`config.mk`:
```
export PLATFORM = sky130hd
export DESIGN_NAME = branch_target_predictor
export DESIGN_NICKNAME = d
export VERILOG_FILES = /design/src/rtl/branch_target_predictor.sv
export SDC_FILE = /design/constraint.sdc
export NUM_CORES = 2
export LEC_CHECK = 0
export ABC_CLOCK_PERIOD_IN_PS = 9300
export BUFFER_PORTS_ARGS = -buffer_cell sky130_fd_sc_hd__buf_2
export CAP_MARGIN = 15
export CORE_ASPECT_RATIO = 1.4
export CORE_MARGIN = 2
export CORE_UTILIZATION = 55
export DETAILED_ROUTE_END_ITERATION = 7
export HOLD_SLACK_MARGIN = 0.15
export PLACE_DENSITY = 0.82
export SKIP_LAST_GASP = 1
export SYNTH_ARGS = -nofsm -noshare
export SYNTH_HDL_FRONTEND = slang
export SYNTH_SLANG_ARGS = --single-unit
```
`constraint.sdc`:
```
create_clock -name clk -period 9.3 [get_ports clk]
set_input_delay 0.465 -clock clk [delete_from_list [all_inputs] [get_ports clk]]
set_output_delay 0.465 -clock clk [all_outputs]
set_load 0.02 [all_outputs]
```
`src/rtl/branch_target_predictor.sv`:
```
// branch_target_predictor: direct-mapped BTB with saturating counters and misprediction statistics
module branch_target_predictor #(
  parameter int ENTRIES      = 16,
  parameter int COUNTER_BITS = 2,
  parameter int MODE         = 1,
  parameter int STAT_BITS    = 32
) (
  input  logic                 clk,
  input  logic                 rst_n,
  input  logic [31:0]          lookupPC,
  output logic                 hit,
  output logic                 predTaken,
  output logic [31:0]          predTarget,
  input  logic                 updValid,
  input  logic [31:0]          updPC,
  input  logic                 updTaken,
  input  logic [31:0]          updTarget,
  input  logic                 updPredTaken,
  input  logic [31:0]          updPredTarget,
  output logic                 mispredict,
  input  logic                 flush,
  output logic [STAT_BITS-1:0] branchCount,
  output logic [STAT_BITS-1:0] mispredictCount
);
  localparam int IB = $clog2(ENTRIES);
  localparam int TB = 30 - IB;
  localparam logic [COUNTER_BITS-1:0] CTR_MAX = '1;
  localparam logic [COUNTER_BITS-1:0] CTR_WEAK = COUNTER_BITS'(1) << (COUNTER_BITS - 1);
  logic [ENTRIES-1:0] valid;
  logic [TB-1:0] tags [ENTRIES];
  logic [31:0] tgts [ENTRIES];
  logic [COUNTER_BITS-1:0] ctrs [ENTRIES];
  logic [IB-1:0] lk_idx, up_idx;
  logic [TB-1:0] lk_tag, up_tag;
  logic up_hit, mis;
  logic [COUNTER_BITS-1:0] up_ctr, ctr_nxt;
  assign lk_idx = lookupPC[IB+1:2];
  assign lk_tag = lookupPC[31:IB+2];
  assign up_idx = updPC[IB+1:2];
  assign up_tag = updPC[31:IB+2];
  assign hit = (MODE == 1) && valid[lk_idx] && (tags[lk_idx] == lk_tag);
  assign predTaken = hit && ctrs[lk_idx][COUNTER_BITS-1];
  assign predTarget = predTaken ? tgts[lk_idx] : 32'h0;
  assign up_hit = valid[up_idx] && (tags[up_idx] == up_tag);
  assign up_ctr = ctrs[up_idx];
  assign mis = (updPredTaken != updTaken) || (updTaken && updPredTaken && (updPredTarget != updTarget));
  // saturating counter step toward the resolved outcome
  always_comb begin
    ctr_nxt = updTaken ? ((up_ctr == CTR_MAX) ? CTR_MAX : up_ctr + 1'b1)
                       : ((up_ctr == '0) ? '0 : up_ctr - 1'b1);
  end
  // table write: flush wins over a same-cycle update; misses only allocate on taken
  always_ff @(posedge clk or negedge rst_n) begin
    if (!rst_n) begin
      valid <= '0;
      for (int i = 0; i < ENTRIES; i++) begin
        tags[i] <= '0;
        tgts[i] <= '0;
        ctrs[i] <= '0;
      end
    end else if (flush) begin
      valid <= '0;
    end else if (updValid && MODE == 1) begin
      if (up_hit) begin
        ctrs[up_idx] <= ctr_nxt;
        if (updTaken) tgts[up_idx] <= updTarget;
      end else if (updTaken) begin
        valid[up_idx] <= 1'b1;
        tags[up_idx] <= up_tag;
        tgts[up_idx] <= updTarget;
        ctrs[up_idx] <= CTR_WEAK;
      end
    end
  end
  // misprediction flag and saturating statistics, independent of mode and flush
  always_ff @(posedge clk or negedge rst_n) begin
    if (!rst_n) begin
      mispredict <= 1'b0;
      branchCount <= '0;
      mispredictCount <= '0;
    end else begin
      mispredict <= updValid && mis;
      if (updValid && !(&branchCount)) branchCount <= branchCount + 1'b1;
      if (updValid && mis && !(&mispredictCount)) mispredictCount <= mispredictCount + 1'b1;
    end
  end
endmodule

```
==> impl_metrics.env <==
export IMPL_cts_tree="yes"
export IMPL_clock_sinks=1041
export IMPL_crit_end="predTarget[27]"
export IMPL_gp_congestion=0.863
export IMPL_ys_seq_area_frac=0.489
export IMPL_end_kind="output pin"
export IMPL_fin_crit_sh=0.670
export IMPL_reg2reg_slack_ns=4.46
export IMPL_initial_core_util=0.552
export IMPL_clockBufferDepth=3
export IMPL_yosysWarnings=0
export IMPL_clock_skew_final_ns=0.0568
export IMPL_nets=3695
export IMPL_grt_remaining_overflow=0
export IMPL_dp_slack_ns=3.16
export IMPL_wl_um=135000
export IMPL_grt_pass1_wl_um=208000
export IMPL_core_area_mm2=0.0964
export IMPL_tightest_slew_ns=1.34
export IMPL_worstPathCellList="buf_8 > buf_4 > mux4_2 > a211oi_1 > a21oi_1 > xnor2_1 > nand4_1 > nor4_1 > nand3_2 > buf_4 > nor2b_1 > buf_2"
export IMPL_fp_row_count=135
export IMPL_grt_use_met2=0.454
export IMPL_worstSkewPairLatency_ns=0.72
export IMPL_ios=233
export IMPL_yosysMostFrequentCell="dfrtp_1"
export IMPL_synth_area_leaders="dfrtp_1 (49%), mux2_2 (16%), mux4_2 (16%)"
export IMPL_fp_dieW_um=267
export IMPL_grt_use_met3=0.0513
export IMPL_drtAntennaViolNets=0
export IMPL_reg2regPathDepth=9
export IMPL_drc=2
export IMPL_htree_levels=3
export IMPL_synth_cells=3478
export IMPL_drt_iter0_drc=2921
export IMPL_ys_ff_latch=1041
export IMPL_grt_max_degree=190
export IMPL_slowest_delay_ns=1.12
export IMPL_layout_drive_gt1_share=0.499
export IMPL_cp_max_fo=59
export IMPL_cp_start_kind="input pin"
export IMPL_clock_root_buffer="clkbuf_16"
export IMPL_netlist_area_leader_share=0.489
export IMPL_period_minus_slack_ns=6.23
export IMPL_busiest_layer="met2"
export IMPL_synth_largest_area_cell="dfrtp_1"
export IMPL_dr_total_vias=31684
export IMPL_post_cts_resized=0
export IMPL_setup_ws_ns=3.07
export IMPL_final_setup_tns_ns=0
export IMPL_leakagePower_nw=27.0
export IMPL_die_h_um=372
export IMPL_dr_pass1_iters=7
export IMPL_design_area_mm2=0.0586
export IMPL_grtUsageMet1=0.362
export IMPL_worstPathArrival_ns=5.77
export IMPL_cap_violations=0
export IMPL_syn_area_mm2=0.0533
export IMPL_yosys_top_cells_count="dfrtp_1 (1,041), mux2_2 (759), mux4_2 (378)"
export IMPL_placed_area_mm2=0.0550
export IMPL_total_power_mw=11.7
export IMPL_hold_depth=3
export IMPL_clkTransAtPathRegs_ns=0.06
export IMPL_synthDistinctLibCells=71
export IMPL_synth_fp_nets=3615
export IMPL_peakVddDrop_v=0.000215
export IMPL_grt_pass1_vias=33443
export IMPL_timing_rr_end="tags[23]"
export IMPL_cts_buffers=100
export IMPL_critPathRequiredTime_ns=8.84
export IMPL_hold_viol_final=0
export IMPL_synth_edf_count=0
export IMPL_slew_headroom=0.0978
export IMPL_power_density_mw_per_mm2=200
export IMPL_avgSynthCellArea_um2=15.3
export IMPL_synth_top_flop_cell="dfrtp_1"
export IMPL_die_area_mm2=0.0994
export IMPL_antenna_found_initial=7
export IMPL_area_delta_synth_final_pct=9.95
export IMPL_rsz0062_at_grt="false"
export IMPL_crit_type="input pin to output pin"
export IMPL_dp_hpwl_um=79100
export IMPL_hold_class="input pin to flip-flop"
export IMPL_async_reset_ff_frac=1.00
export IMPL_io_buffers=228
export IMPL_via_per_inst=6.41
export IMPL_final_setup_viol_count=0
export IMPL_outcome="finished, violations left"
export IMPL_rr_startpoint="tags[146]"
export IMPL_wl_per_cell_um=27.2
export IMPL_timing_fmax_mhz=160
export IMPL_slew_viol_final=0
export IMPL_cpMostUsedCell="buf_4"
export IMPL_crit_start="lookupPC[2]"
export IMPL_crit_slowest_cell="nor4_1"
export IMPL_track_usage=0.278
export IMPL_violations="design-rule violations"
==> how the worst min path moves through the flow <==
stage | startpoint | endpoint | slack [ns]
2_1_floorplan | rst_n | branchCount[0] | 0.17
3_3_place_gp | branchCount[26] | branchCount[26] | 0.47
3_5_place_dp | mispredictCount[9] | mispredictCount[9] | 0.48
4_1_cts | updTarget[21] | tgts[469] | 0.19
5_1_grt | updTarget[13] | tgts[205] | 0.23
6_report | updValid | branchCount[2] | 0.23
==> repair_timing <==
action / in CTS / in global routing
buffers inserted: 0 / 0
hold buffers: 2 / 0
hold endpoints to repair: 107 / 0
endpoints found under the setup margin: 0 / 0
==> power breakdown <==
group / switching [mW] / total, mW / internal, mW
clock network: 1.85 / 4.33 / 2.48
registers: 0.388 / 5.50 / 5.11
logic: 0.796 / 1.88 / 1.09
==> worst max-delay path, delay by kind of cell <==
family	cells	cell delay, ns
AO/OA/AOI/OAI	2	0.36
XOR/XNOR	1	0.62
buffers and inverters	4	1.68
multiplexers	1	0.58
AND/OR/NAND/NOR	4	2.02
==> state kept, by name (all words and copies together) (netlist names) <==
signal and count:
branchCount 32, ctrs 32, mispredict 1, mispredictCount 32
tags 416, tgts 512, valid 16
==> cell usage in the layout (no fill, tap or decap), types with 43 or more instances in the layout <==
cell	instances
dfrtp_1	1041
mux2_2	759
mux4_2	378
buf_2	220
mux2_4	190
xnor2_1	132
clkbuf_16	100
mux2i_1	87
nand2_1	62
o21ai_0	61
nor2b_1	59
nor2_1	53
buf_4	43
==> area by class of cell <==
cell class / count / area [um2]
sequential: 1041 / 26100
fill: 6963 / 37900
inverter: 31 / 116
clock buffer: 135 / 2850
multi-input combinational: 2104 / 25500
antenna: 5 / 12.5
timing repair buffer: 280 / 1740
clock inverter: 48 / 652
tap: 1301 / 1630
==> layer usage <==
metal / vias up / routed length (um)
met1: 16885 / 52300
met2: 1314 / 66200
li1: 13166 / -
met4: 6 / 6190
met5: - / 46
met3: 313 / 10000
==> per-stage QoR <==
| stage | std cells | hold slack, ns | utilization |
|---|---|---|---|
| 3_3_place_gp | 4752 | 0.472 | 0.570 |
| 2_1_floorplan | 3478 | 0.169 | - |
| 3_5_place_dp | 4752 | 0.478 | 0.570 |
| 5_1_grt | 4941 | 0.227 | 0.607 |
| 6_report | 4945 | 0.231 | 0.607 |
| 4_1_cts | 4937 | 0.186 | 0.606 |
==> logic make-up (layout without fill, tap and decap cells) <==
| logic type | count (synthesis) | after routing | share of synthesized area |
|---|---|---|---|
| fa+ha+maj | 5 | 5 | 0.00108 |
| xor+xnor | 161 | 161 | 0.0265 |
| other cells | 0 | 5 | 0 |
| compound gates | 169 | 169 | 0.0209 |
| flops | 1041 | 1041 | 0.489 |
| simple gates | 355 | 355 | 0.0387 |
| mux | 1414 | 1414 | 0.390 |
| buf+inv | 333 | 494 | 0.0339 |
(Power assumes the default switching activity.)
